## config.mk

```make
export PLATFORM = sky130hd
export DESIGN_NAME = arp_tx_sched
export DESIGN_NICKNAME = d
export VERILOG_FILES = /design/src/rtl/arp_pkg.sv /design/src/rtl/arp_retry_timer.sv /design/src/rtl/arp_tx_sched.sv
export SDC_FILE = /design/constraint.sdc
export NUM_CORES = 1
export LEC_CHECK = 0
export ABC_AREA = 1
export BUFFER_PORTS_ARGS = -buffer_cell sky130_fd_sc_hd__buf_4
export CORE_MARGIN = 4
export CORE_UTILIZATION = 53
export CTS_CLUSTER_DIAMETER = 200
export CTS_CLUSTER_SIZE = 40
export DETAILED_ROUTE_END_ITERATION = 10
export GPL_TIMING_DRIVEN = 0
export PLACE_DENSITY = 0.81
export SYNTH_ARGS = -nofsm -noshare
export SYNTH_HDL_FRONTEND = slang
export SYNTH_SLANG_ARGS = --single-unit
```

## constraint.sdc

```tcl
create_clock -name clk -period 1.8 [get_ports clk]
set_input_delay 0.45 -clock clk [delete_from_list [all_inputs] [get_ports clk]]
set_output_delay 0.45 -clock clk [all_outputs]
set_load 0.01 [all_outputs]
```

## src/rtl/arp_pkg.sv

```systemverilog
// Shared definitions for the ARP transmit scheduler.
// Opcodes and the one-hot scheduler state encoding.
package arp_pkg;

    localparam logic [15:0] ARP_REQUEST_CODE = 16'h0001;
    localparam logic [15:0] ARP_REPLY_CODE   = 16'h0002;

    localparam int IDLE_BIT      = 0;
    localparam int REPLY_REQ_BIT = 1;
    localparam int REQ_REQ_BIT   = 2;
    localparam int TX_BUSY_BIT   = 3;

    typedef enum logic [3:0] {
        IDLE      = 4'b0001,
        REPLY_REQ = 4'b0010,
        REQ_REQ   = 4'b0100,
        TX_BUSY   = 4'b1000
    } arp_state_e;

endpackage

```

## src/rtl/arp_retry_timer.sv

```systemverilog
// Reply-wait timer and retry counter for ARP resolution.
// Wraps on expiry and advances the retry count until exhausted.
module arp_retry_timer #(
    parameter int TIMEOUT_CYCLES = 125_000_000,
    parameter int MAX_TRIES      = 3,
    parameter int TMR_W          = (TIMEOUT_CYCLES > 1) ?
                                   $clog2(TIMEOUT_CYCLES) : 1
) (
    input  logic clk,
    input  logic rst_n,
    input  logic start,
    input  logic clear,
    input  logic run,
    output logic expire,
    output logic exhausted
);

    localparam int RTR_W = (MAX_TRIES > 1) ? $clog2(MAX_TRIES) : 1;
    localparam logic [TMR_W-1:0] LAST_TICK = TMR_W'(TIMEOUT_CYCLES - 1);
    localparam logic [RTR_W-1:0] LAST_TRY  = RTR_W'(MAX_TRIES - 1);

    logic [TMR_W-1:0] timer;
    logic [RTR_W-1:0] retry_cnt;

    assign expire    = run && (timer == LAST_TICK);
    assign exhausted = (retry_cnt == LAST_TRY);

    // Count reply-wait cycles; a new resolution restarts everything.
    always_ff @(posedge clk or negedge rst_n) begin
        if (!rst_n) begin
            timer     <= '0;
            retry_cnt <= '0;
        end else if (start) begin
            timer     <= '0;
            retry_cnt <= '0;
        end else if (clear) begin
            timer <= '0;
        end else if (run) begin
            if (timer == LAST_TICK) begin
                timer <= '0;
                if (!exhausted) begin
                    retry_cnt <= retry_cnt + RTR_W'(1);
                end
            end else begin
                timer <= timer + TMR_W'(1);
            end
        end
    end

endmodule

```

## src/rtl/arp_tx_sched.sv

```systemverilog
// Shares the ARP tx engine between reply and resolution requests.
// Replies win; resolution retries with a timeout and holds the MAC.
module arp_tx_sched
    import arp_pkg::*;
#(
    parameter int TIMEOUT_CYCLES = 125_000_000,
    parameter int MAX_TRIES      = 3,
    parameter int TMR_W          = (TIMEOUT_CYCLES > 1) ?
                                   $clog2(TIMEOUT_CYCLES) : 1
) (
    input  logic        clk,
    input  logic        rst_n,
    input  logic        resolve_req,
    input  logic [31:0] resolve_ip,
    input  logic        arp_reply_req,
    output logic        arp_reply_ack,
    input  logic        arp_found,
    input  logic [31:0] arp_rec_source_ip_addr,
    input  logic [47:0] arp_rec_source_mac_addr,
    output logic        arp_tx_req,
    input  logic        arp_tx_ack,
    input  logic        arp_tx_end,
    output logic [15:0] arp_tx_op,
    output logic [31:0] arp_tx_dst_ip,
    output logic [47:0] arp_tx_dst_mac,
    output logic [47:0] dest_mac_addr,
    output logic        dest_mac_valid,
    output logic        resolve_fail
);

    arp_state_e  state;
    logic        pend;
    logic        need_tx;
    logic [31:0] tgt_ip;

    logic req_acked;
    logic found_hit;
    logic tmr_run;
    logic expire;
    logic exhausted;

    assign req_acked = state[REQ_REQ_BIT] && arp_tx_ack;
    assign found_hit = arp_found && pend &&
                       (arp_rec_source_ip_addr == tgt_ip);
    assign tmr_run   = pend && !need_tx;

    arp_retry_timer #(
        .TIMEOUT_CYCLES (TIMEOUT_CYCLES),
        .MAX_TRIES      (MAX_TRIES),
        .TMR_W          (TMR_W)
    ) u_timer (
        .clk       (clk),
        .rst_n     (rst_n),
        .start     (resolve_req),
        .clear     (req_acked),
        .run       (tmr_run),
        .expire    (expire),
        .exhausted (exhausted)
    );

    // Tx arbitration FSM; frame fields latch on leaving IDLE.
    always_ff @(posedge clk or negedge rst_n) begin
        if (!rst_n) begin
            state          <= IDLE;
            arp_tx_req     <= 1'b0;
            arp_reply_ack  <= 1'b0;
            arp_tx_op      <= '0;
            arp_tx_dst_ip  <= '0;
            arp_tx_dst_mac <= '0;
        end else begin
            arp_reply_ack <= 1'b0;
            unique case (1'b1)
                state[IDLE_BIT]: begin
                    if (arp_reply_req) begin
                        state          <= REPLY_REQ;
                        arp_tx_req     <= 1'b1;
                        arp_tx_op      <= ARP_REPLY_CODE;
                        arp_tx_dst_ip  <= arp_rec_source_ip_addr;
                        arp_tx_dst_mac <= arp_rec_source_mac_addr;
                    end else if (need_tx) begin
                        state          <= REQ_REQ;
                        arp_tx_req     <= 1'b1;
                        arp_tx_op      <= ARP_REQUEST_CODE;
                        arp_tx_dst_ip  <= tgt_ip;
                        arp_tx_dst_mac <= '0;
                    end
                end
                state[REPLY_REQ_BIT]: begin
                    if (arp_tx_ack) begin
                        state         <= TX_BUSY;
                        arp_tx_req    <= 1'b0;
                        arp_reply_ack <= 1'b1;
                    end
                end
                state[REQ_REQ_BIT]: begin
                    if (arp_tx_ack) begin
                        state      <= TX_BUSY;
                        arp_tx_req <= 1'b0;
                    end
                end
                state[TX_BUSY_BIT]: begin
                    if (arp_tx_end) begin
                        state <= IDLE;
                    end
                end
                default: begin
                    state      <= IDLE;
                    arp_tx_req <= 1'b0;
                end
            endcase
        end
    end

    // Resolution bookkeeping; later assignments take priority.
    always_ff @(posedge clk or negedge rst_n) begin
        if (!rst_n) begin
            pend           <= 1'b0;
            need_tx        <= 1'b0;
            tgt_ip         <= '0;
            dest_mac_addr  <= '0;
            dest_mac_valid <= 1'b0;
            resolve_fail   <= 1'b0;
        end else begin
            resolve_fail <= 1'b0;
            if (req_acked) begin
                need_tx <= 1'b0;
            end
            if (found_hit) begin
                dest_mac_addr  <= arp_rec_source_mac_addr;
                dest_mac_valid <= 1'b1;
                pend           <= 1'b0;
                need_tx        <= 1'b0;
            end else if (expire) begin
                if (exhausted) begin
                    pend         <= 1'b0;
                    resolve_fail <= 1'b1;
                end else begin
                    need_tx <= 1'b1;
                end
            end
            if (resolve_req) begin
                tgt_ip         <= resolve_ip;
                pend           <= 1'b1;
                need_tx        <= 1'b1;
                dest_mac_valid <= 1'b0;
                resolve_fail   <= 1'b0;
            end
        end
    end

endmodule

```

==> results.sh <==
export IMPL_grt_pass1_vias=9051
export IMPL_slew_headroom_pct=47.0
export IMPL_yosys_top_cells_area="dfrtp_1 52%, nand2_1 19%, nand3_1 6.4%"
export IMPL_cp_max_fo=5
export IMPL_routedWlPerCell_um=17.3
export IMPL_grt_max_degree=104
export IMPL_worstMarginPinSlew_ns=0.794
export IMPL_violations="setup timing"
export IMPL_rsz0062_at_grt="true"
export IMPL_worst_setup_path_type="flip-flop to flip-flop"
export IMPL_drc=0
export IMPL_gp_congestion=0.936
export IMPL_wl_mm=30.8
export IMPL_drv_slew=0
export IMPL_worstPathRequired_ns=2.23
export IMPL_cts_buffers=9
export IMPL_htree_levels=1
export IMPL_outcome="finished with violations"
export IMPL_ff_latch_area_um2=5030
export IMPL_via_per_inst=5.37
export IMPL_vias=9559
export IMPL_worst_r2r_path_depth=12
export IMPL_p_leak_nw=7.03
export IMPL_dieWidth_um=143
export IMPL_cts_path_max_buffers=3
export IMPL_ys_ff_latch=201
export IMPL_reg2reg_from="tgt_ip[9]"
export IMPL_fmax_mhz=550
export IMPL_worst_clock_skew_ns=0.0673
export IMPL_yosys_warnings=0
export IMPL_antenna_cells=0
export IMPL_drive_gt1_share_pct=30.3
export IMPL_synth_cell_type_count=33
export IMPL_ant_nets=0
export IMPL_peakVddDrop_mv=0.842
export IMPL_dr_first_iter_drc_count=671
export IMPL_clock_latency_ns=0.49
export IMPL_post_synth_top_area_fraction_pct=51.9
export IMPL_rr_endpoint="dest_mac_addr[30]"
export IMPL_placementRows=49
export IMPL_min_path_type="primary input to asynchronous set/reset pin"
export IMPL_synth_flop_cell="dfrtp_1"
export IMPL_place_hpwl_mm=22.0
export IMPL_syn_area_um2=9650
export IMPL_grt_pass1_wl_mm=45.7
export IMPL_core_area_um2=17900
export IMPL_dr_pass1_iters=5
export IMPL_final_common_cell="nand2_1"
export IMPL_path_clk_slew_ns=0.15
export IMPL_fill_cells=1366
export IMPL_synthCells=1242
export IMPL_post_synth_top_area_cell="dfrtp_1"
export IMPL_die_h_um=143
export IMPL_avgSynthCellArea_um2=7.77
export IMPL_setup_viol=6
export IMPL_clock_sinks=201
export IMPL_die_area_um2=20400
export IMPL_final_cell_mix="416 x nand2_1, 292 x buf_4, 200 x dfrtp_1"
export IMPL_initial_core_util_pct=53.9
export IMPL_overflow=0
export IMPL_synth_seq_area_share_pct=52.2
export IMPL_fin_hold_ws_ns=0.00774
export IMPL_period_minus_slack_ns=1.82
export IMPL_syn_to_final_growth_pct=35.2
export IMPL_cp_arrival_ns=2.25
export IMPL_hold_viol=0
export IMPL_synth_edf_count=0
export IMPL_maxCapViolCount=0
export IMPL_cts_tree="done"
export IMPL_r2r_setup_slack_ns=-0.02
export IMPL_async_flop_share_pct=100
export IMPL_root_buffer="clkbuf_16"
export IMPL_track_usage_pct=27.7
export IMPL_ioPinCount=267
export IMPL_fin_tns_setup_ns=-0.0614
export IMPL_power_density_nw_per_um2=1070
export IMPL_start_kind="flip-flop"
export IMPL_finalWorstSetupSlack_ns=-0.0196
export IMPL_finalCritPeriodShare_pct=101
export IMPL_critPathCaptureType="flip-flop"
export IMPL_port_buffers=251
export IMPL_antenna_found_initial=0
export IMPL_multiInputGateArea_um2=4270
export IMPL_finalNetCount=1671
## registers in the layout, indices dropped and copies added, names as in the netlist
register           count
dest_mac_addr         48
arp_reply_ack          1
arp_tx_op              2
state                  4
u_timer.timer         27
pend                   1
u_timer.retry_cnt      2
arp_tx_dst_ip         32
arp_tx_dst_mac        48
arp_tx_req             1
resolve_fail           1
dest_mac_valid         1
need_tx                1
tgt_ip                32
## timing repair
action | in CTS | in global routing
hold buffers | 0 | 0
setup endpoints to repair | 145 | 90
pin swaps | 5 | 41
buffers inserted | 9 | 20
resized for setup | 25 | 145
gates cloned | 0 | 5
endpoints found under the hold margin | 0 | 0
## power breakdown
group	leakage [nW]	internal (mW)	switching, mW	total (mW)
sequential	2.63	5.59	0.682	6.27
clock	0.126	0.969	1.48	2.45
combinational	4.28	2.27	2.94	5.21
total	7.03	8.83	5.10	13.9
## worst max path at each step
stage                               startpoint           endpoint  slack [ns]  cells after the start
global placement                         rst_n   dest_mac_addr[5]       -1.12                      1
floorplan                     u_timer.timer[0]  u_timer.timer[14]        0.19                     10
finish                               tgt_ip[9]  dest_mac_addr[30]       -0.02                     12
detailed placement  arp_rec_source_ip_addr[20]  dest_mac_addr[38]       -0.46                     11
global route                         tgt_ip[9]  dest_mac_addr[30]       -0.08                     12
CTS                                  tgt_ip[2]  dest_mac_addr[34]       0.002                     12
## cell type report
class / instances / share of cell area [%]
clock inverters: 1 / 0.230
repair buffers: 286 / 17.7
inverters: 121 / 3.48
multi-input cells: 868 / 32.8
clock buffers: 12 / 1.81
well taps: 229 / 2.20
plain buffers: 63 / 3.26
flip-flops and latches: 201 / 38.6
## Yosys cell counts, types with 2 or more instances
library cell,count
nand2_2,4
buf_4,17
ha_1,2
o21ai_0,62
dfrtp_1,200
xor2_1,6
nor3_2,2
o221ai_1,16
o211ai_1,4
buf_6,5
inv_2,5
nor3_1,23
nand3_1,124
clkbuf_1,29
nand4_1,11
nand2_1,477
nor2_1,82
buf_2,14
nor4_1,5
inv_1,116
xnor2_1,6
nor2_4,5
a21oi_1,13
and3_1,2
nor2_2,4
## layer usage
layer / track usage (%) / vias to the layer above / routed length (um) / share of wire [%]
li1: - / 4497 / - / -
met1: 37.5 / 4539 / 12400 / 40
met2: 46.4 / 444 / 15000 / 49
met4: 7.95 / 0 / 1010 / 3.3
met3: 4.59 / 79 / 2500 / 8.1
met5: 0 / - / 0 / 0
## stage by stage
stage / setup WS (ns) / instances / cell area [um^2] / util (%) / power [mW]
after floorplan: 0.188 / 1255 / 9700 / - / 8.56
after global placement: -1.12 / 1735 / 11900 / 66.3 / 11.1
after detailed placement: -0.464 / 1736 / 11900 / 66.5 / 11.2
after CTS: 0.00214 / 1756 / 12300 / 69.0 / 13.7
after global routing: -0.0840 / 1781 / 13000 / 72.8 / 14.7
final: -0.0196 / 1781 / 13000 / 72.8 / 13.9
## critical path, stage by stage, from the launching register on
cell and delay (ns):
dfrtp_1 0.45, inv_2 0.06, nand2_2 0.10, nand2_2 0.06, nor2_2 0.11, nand2_2 0.07
nor2_4 0.13, nand2_2 0.08, nor2_4 0.24, buf_8 0.18, clkbuf_16 0.14, nand3_1 0.06
nand2_1 0.08
## logic make-up after synthesis
kind of cell | Yosys count | synth area share (%)
buf+inv | 186 | 8.47
simple gates | 742 | 32.1
flops | 201 | 52.2
xor+xnor | 12 | 1.09
compound gates | 98 | 5.89
fa+ha+maj | 2 | 0.259
other cells | 1 | 0.0389
(Power assumes the default switching activity.)
